## src/rtl/slv_guard_rst_ctrl.sv

```systemverilog
// Reset controller that sequences a subordinate reset on behalf of a slave guard.
// Define SLV_GUARD_RST_CTRL_AUTO_EN to re-arm automatically after release instead of waiting for sw_clear_i.
module slv_guard_rst_ctrl #(
    parameter int HoldCycles    = 16,
    parameter int TimeoutCycles = 1024,
    parameter int RecovCntWidth = 8
) (
    input  logic                     clk_i,
    input  logic                     rst_ni,
    input  logic                     guard_ena_i,
    input  logic                     rst_req_i,
    input  logic                     rst_stat_i,
    input  logic                     sw_clear_i,
    output logic                     guard_ena_o,
    output logic                     sub_rst_no,
    output logic                     rst_clear_o,
    output logic                     busy_o,
    output logic                     fault_o,
    output logic [RecovCntWidth-1:0] recov_cnt_o
);

    localparam int MaxCycles = (HoldCycles > TimeoutCycles) ? HoldCycles : TimeoutCycles;
    localparam int TimerW    = $clog2(MaxCycles + 1);
    localparam logic [TimerW-1:0] HoldLast    = TimerW'(HoldCycles - 1);
    localparam logic [TimerW-1:0] TimeoutLast = TimerW'(TimeoutCycles - 1);

    typedef enum logic [2:0] {
        S_IDLE,
        S_ASSERT,
        S_HOLD,
        S_RELEASE,
        S_WAIT_SW,
        S_CLEAR,
        S_FAULT
    } state_e;

`ifdef SLV_GUARD_RST_CTRL_AUTO_EN
    localparam state_e ReleaseExit = S_CLEAR;
`else
    localparam state_e ReleaseExit = S_WAIT_SW;
`endif

    state_e                   r_state;
    state_e                   w_state_nxt;
    logic [TimerW-1:0]        r_timer;
    logic                     w_timer_inc;
    logic [RecovCntWidth-1:0] r_recov_cnt;

    // The timer restarts from zero whenever the state changes.
    always_ff @(posedge clk_i or negedge rst_ni) begin
        if (!rst_ni) begin
            r_state     <= S_IDLE;
            r_timer     <= '0;
            r_recov_cnt <= '0;
        end else begin
            r_state <= w_state_nxt;
            if (w_state_nxt != r_state) begin
                r_timer <= '0;
            end else if (w_timer_inc) begin
                r_timer <= r_timer + TimerW'(1);
            end
            if (r_state == S_CLEAR && r_recov_cnt != '1) begin
                r_recov_cnt <= r_recov_cnt + RecovCntWidth'(1);
            end
        end
    end

    always_comb begin
        w_state_nxt = r_state;
        w_timer_inc = 1'b0;
        unique case (r_state)
            S_IDLE: begin
                if (rst_req_i) w_state_nxt = S_ASSERT;
            end
            S_ASSERT: begin
                if (rst_stat_i)                  w_state_nxt = S_HOLD;
                else if (r_timer == TimeoutLast) w_state_nxt = S_FAULT;
                else                             w_timer_inc = 1'b1;
            end
            S_HOLD: begin
                if (r_timer == HoldLast) w_state_nxt = S_RELEASE;
                else                     w_timer_inc = 1'b1;
            end
            S_RELEASE: begin
                if (!rst_stat_i)                 w_state_nxt = ReleaseExit;
                else if (r_timer == TimeoutLast) w_state_nxt = S_FAULT;
                else                             w_timer_inc = 1'b1;
            end
            S_WAIT_SW: begin
                if (sw_clear_i) w_state_nxt = S_CLEAR;
            end
            S_CLEAR: begin
                w_state_nxt = S_IDLE;
            end
            S_FAULT: begin
                if (sw_clear_i) w_state_nxt = S_RELEASE;
            end
            default: begin
                w_state_nxt = S_IDLE;
            end
        endcase
    end

    always_comb begin
        guard_ena_o = 1'b0;
        sub_rst_no  = 1'b1;
        rst_clear_o = 1'b0;
        busy_o      = 1'b1;
        fault_o     = 1'b0;
        unique case (r_state)
            S_IDLE: begin
                guard_ena_o = guard_ena_i;
                busy_o      = 1'b0;
            end
            S_ASSERT, S_HOLD: begin
                sub_rst_no = 1'b0;
            end
            S_RELEASE, S_WAIT_SW: begin
                sub_rst_no = 1'b1;
            end
            S_CLEAR: begin
                rst_clear_o = 1'b1;
            end
            S_FAULT: begin
                sub_rst_no = 1'b0;
                busy_o     = 1'b0;
                fault_o    = 1'b1;
            end
            default: begin
                busy_o = 1'b0;
            end
        endcase
    end

    assign recov_cnt_o = r_recov_cnt;

endmodule

```

## config.mk

```make
export PLATFORM = sky130hd
export DESIGN_NAME = slv_guard_rst_ctrl
export DESIGN_NICKNAME = d
export VERILOG_FILES = /design/src/rtl/slv_guard_rst_ctrl.sv
export SDC_FILE = /design/constraint.sdc
export NUM_CORES = 1
export LEC_CHECK = 0
export CORE_UTILIZATION = 58
export CTS_CLUSTER_SIZE = 16
export DETAILED_ROUTE_END_ITERATION = 6
export GPL_TIMING_DRIVEN = 0
export PLACE_DENSITY = 0.94
export SYNTH_ARGS = -nofsm -noshare
export SYNTH_HDL_FRONTEND = slang
export SYNTH_SLANG_ARGS = --single-unit
```

## constraint.sdc

```tcl
create_clock -name clk_i -period 4.61 [get_ports clk_i]
set_input_delay 0.6915 -clock clk_i [delete_from_list [all_inputs] [get_ports clk_i]]
set_output_delay 0.6915 -clock clk_i [all_outputs]
set_load 0.01 [all_outputs]
```

After elaboration in Yosys (flattened, before gate mapping)
Cells that the tools add are included.
- output and inout port bits: 13
- word-level logic and storage cells: 40
- input port bits: 6
- flip-flop bits (word level): 22
- mux-type cells: 20
- reductions and logical operators: 5
- add/sub/neg operators: 2
- equal/unequal tests: 10
- operators by type and width (cell ; number):
    11-bit two-way mux ; 2
    3-bit two-way mux ; 7
    3-bit one-hot mux with 6 select lines ; 1
    11-bit by 1-bit adder with 11-bit output (second input constant) ; 1
    11-bit by 10-bit equality test with 1-bit output (second input constant) ; 1
    11-bit by 4-bit equality test with 1-bit output (second input constant) ; 1
    3-bit equality test (second input constant) ; 3
    1-bit two-way mux ; 9
    8-bit by 1-bit adder with 8-bit output (second input constant) ; 1
    8-bit != test (second input constant) ; 1
    3-bit by 2-bit equality test with 1-bit output (second input constant) ; 2
    5-bit OR reduction ; 1
    3-bit by 1-bit equality test with 1-bit output (second input constant) ; 1
    3-bit logical NOT ; 1
    3-bit != test ; 1
    1-bit one-hot mux with 3 select lines ; 1
    3-bit OR reduction ; 1
    2-bit nonzero test ; 1
    1-bit logical AND ; 1

Longest topological paths before layout
- depth in word-level cells: 6
- gate-level depth with buffers: 7
- depth with buffers taken out: 6

Worst setup path after synthesis
OpenSTA, ideal clock, no wires.
- path type: in2reg
- from: input rst_stat_i
- to: register r_timer[10]
- stages: 5
- path slack: 2.479 ns
- required time: 4.531 ns
- setup time: 0.079 ns
- arrival time: 2.052 ns
- buffers on the path: 0
- cell sequence: or4b_4 a21oi_4 a221oi_4 a2111oi_2 mux2i_1
- cells in the longest elaborated chain, start to end: 4
- elaborated cells on any way between the ends: 9
- those cells by class: eq/ne (1); mux (7); reduce/logical (1)
- RTL lines (item ; line ; RTL):
    start, declared ; 12 ; input logic rst_stat_i,
    3-bit two-way mux, on equally long branches ; 85, 76 ;
    3-bit one-hot mux with 6 select lines ; 71 ; unique case (r_state)
    3-bit != test ; 57 ; if (w_state_nxt != r_state) begin
    11-bit two-way mux or 2-bit nonzero test (tied branches) ; -- ;
    end signal, assigned ; 60 ; r_timer <= r_timer + TimerW'(1);
    end, declared ; 45 ; logic [TimerW-1:0] r_timer;
Several ways; a longest one is shown, not always the timed one.
A chain may end at the register's enable or synchronous reset.

Worst setup path in the final report
- from: register r_state[1]
- to: output fault_o
- cells in the longest elaborated chain, start to end: 2
- RTL lines (item ; line ; RTL):
    start, declared ; 43 ; state_e r_state;
    start signal, assigned ; 56 ; r_state <= w_state_nxt;
    3-bit equality test ; 110 ; unique case (r_state)
    1-bit two-way mux ; 110 ;
    end, declared ; 18 ; output logic fault_o,
No other way between the ends.

==> results_dict.tcl <==
set metrics [dict create \
    tightest_slew_ns 0.942 \
    synth-xor-area-share 0.0503 \
    wl_per_cell_um 15.0 \
    ys_seq_area_frac 0.395 \
    reg2reg_from "r_timer[0]" \
    ant_nets 0 \
    drt-initial-drc-count 35 \
    ios 19 \
    cts_sinks 22 \
    fin_setup_tns_ns 0 \
    row_count 17 \
    n_fill_cell 157 \
    avgSynthCellArea_um2 9.68 \
    cp-startpoint "r_state[1]" \
    diodes 0 \
    antenna_found_initial 0 \
    fin_crit_sh 0.583 \
    post-dp-hpwl_mm 2.22 \
    slew_violations 0 \
    coreArea_um2 2230 \
    grt_pass1_wl_mm 5.01 \
    cts_tree "done" \
    p_int_mw 0.502 \
    ff2ff_setup_slack_ns 2.29 \
    initial_utilization 0.624 \
    synth.distinct_cells 42 \
    vias_per_cell 6.27 \
    clockPowerShare 0.178 \
    rsz0062_at_grt "no" \
    cap_violations 0 \
    wl_mm 2.91 \
    synth_nets 152 \
    vias 1216 \
    grt_max_degree 23 \
    drive_above_1_share 0.102 \
    synth_top_family_by_area "simple AND/OR/NAND/NOR gates" \
    cts_buffers 3 \
    grt_pass1_vias 1166 \
    clk_latency_ns 0.32 \
    arrival_ns 2.00 \
    fin_crit_ns 2.69 \
    required_ns 3.92 \
    min_path_type "flop to flop" \
    clk_pin_slew_ns 0.12 \
    run_status "completed" \
    yosys-mux-area-fraction 0.0799 \
    relSlewSlack 0.370 \
    p_switching_mw 0.336 \
    r2r_cells 7 \
    dieArea_um2 2600 \
    final_util 0.744 \
    cp.buffers_inverters 3 \
    syn_area_um2 1390 \
    post_cts_resized 0 \
    reg2reg_to "r_timer[2]" \
    path_cells "clkbuf_1 -> inv_1 -> nor3b_1 -> clkdlybuf4s50_1" \
    crit_fanout 10 \
    synth-simple-area-share 0.270 \
    overflow 0 \
    cts_hold_buf 0 \
    max_stage_delay_ns 0.56 \
    ir_worst_vdd_uv 400 \
    critical_path_class "flop to output pin" \
    synth_compound_area_frac 0.158 \
    leakage_nw 0.687 \
    drt-pass1-iter-count 4 \
    post_cts_buffers 0 \
    nets 175 \
    whs_endpoint "recov_cnt_o[6]" \
    finalHoldViolCount 0 \
    syn_inst 144 \
    cts_buffer_depth 2 \
    cpMaxStageDelayCell "clkdlybuf4s50_1" \
    yosys_warnings 0 \
    p_comb_frac 0.501 \
    ys_seq_elements 22 \
    cts_root_buffer "clkbuf_4" \
    clock.fmax_mhz 372 \
    cts_max_level 1 \
    drc 0 \
    crit_family "buffers and inverters" \
    swShare 0.401 \
    cellPowerDensity_nw_per_um2 504 \
    setup_viol 0 \
    holdPathStages 1 \
    power_frac_seq 0.321 \
    start_kind "flop" \
    die_h_um 51.0 \
    grt.total_usage 0.265 \
    crit_path_end_kind "output pin" \
    worst_clock_skew_ns 0.00368 \
    fp.dieW_um 51.0 \
    synthToLayoutAreaGrowth_pct 19.2 \
    synthAdderAreaFrac 0.0251 \
    gp_congestion 0.847 \
    io_buffers 18 \
    min-delay-start "recov_cnt_o[6]" \
]
-- Yosys cell counts, drive strengths merged --
cell     number  area (um2)
a2111oi       2        30.0
a211oi        2        20.0
a21boi        1        7.51
a21oi         8        51.3
a221o         1        10.0
a221oi        1        26.3
a31oi         1        6.26
and2          3        18.8
and3          2        12.5
and3b         1        8.76
and4          4        35.0
and4b         1        10.0
buf           3        15.0
clkbuf        1        3.75
dfrtp        22         551
ha            2        25.0
inv           3        11.3
maj3          1        10.0
mux2          1        11.3
mux2i        10         100
nand2        23        86.3
nand2b        5        31.3
nand3         5        25.0
nand4         5        31.3
nor2          6        22.5
nor2b         1        6.26
nor3          5        25.0
nor3b         2        20.0
nor4          1        12.5
o2111ai       1        8.76
o21a          1        7.51
o21ai         6        30.0
o22ai         1        6.26
o32ai         1        16.3
or3b          2        17.5
or4b          1        13.8
xnor2         5        43.8
xor2          3        26.3
-- state kept, by name, indices dropped and copies added (netlist names) --
| register | flops |
|---|---|
| r_state | 3 |
| r_timer | 11 |
| recov_cnt_o | 8 |
-- area by class of cell --
| class | instances | area [um2] | area share |
|---|---|---|---|
| inverter | 3 | 11.3 | 0.00678 |
| multi-input combinational | 115 | 813 | 0.489 |
| tap | 28 | 35.0 | 0.0211 |
| clock buffer | 3 | 22.5 | 0.0136 |
| buffer | 4 | 18.8 | 0.0113 |
| clock inverter | 1 | 30.0 | 0.0181 |
| sequential | 22 | 551 | 0.331 |
| timing repair buffer | 18 | 180 | 0.108 |
-- placed cells by master, fill, tap and decap left out, types with 2 or more instances in the layout --
cell,instances
inv_1,3
a2111oi_2,2
o21ai_0,4
xor2_1,3
nand2b_1,5
clkbuf_4,3
and4_1,4
ha_1,2
o21ai_1,2
and3_1,2
dfrtp_1,22
nand4_1,5
nand3_1,5
nand2_1,23
nor3_1,5
mux2i_1,10
a21oi_1,7
buf_2,3
and2_1,3
nor2_1,6
xnor2_1,5
or3b_1,2
clkdlybuf4s50_1,18
-- worst max path at each step --
| stage | end | slack (ns) | cells after the start |
|---|---|---|---|
| floorplan | r_timer[10] | 2.48 | 5 |
| global placement | r_timer[6] | 1.84 | 6 |
| detailed placement | r_timer[6] | 1.81 | 6 |
| CTS | fault_o | 1.92 | 4 |
| global route | fault_o | 1.79 | 4 |
| finish | fault_o | 1.92 | 4 |
-- layer usage --
metal,vias up,wire [um],track usage
li1,577,-,-
met5,-,0,0
met1,594,1280,0.326
met2,36,1420,0.461
met3,9,122,0.0208
met4,0,82,0.139
-- power by group through the flow --
| stage | clock network (mW) | logic [mW] | registers (mW) |
|---|---|---|---|
| 2_1_floorplan | 0 | 0.287 | 0.268 |
| 3_3_place_gp | 0 | 0.406 | 0.268 |
| 3_5_place_dp | 0 | 0.418 | 0.272 |
| 4_1_cts | 0.151 | 0.420 | 0.268 |
| 5_1_grt | 0.158 | 0.464 | 0.276 |
| 6_report | 0.150 | 0.420 | 0.269 |
-- per-stage QoR --
step	hold WS (ns)	area, um2	instances	power, mW	setup slack (ns)
2_1_floorplan	0.396	1390	144	0.555	2.48
3_3_place_gp	0.476	1610	190	0.675	1.84
3_5_place_dp	0.500	1610	190	0.690	1.81
4_1_cts	0.521	1660	194	0.840	1.92
5_1_grt	0.553	1660	194	0.898	1.79
6_report	0.519	1660	194	0.838	1.92
-- cell families after synthesis --
group                    Yosys count
AO/OA/AOI/OAI                     26
XOR/XNOR                           8
adder cells (fa/ha/maj)            3
buffers and inverters              7
flip-flops                        22
multiplexers                      11
AND/OR/NAND/NOR                   67
No activity file was read; power rests on OpenSTA's default activity.
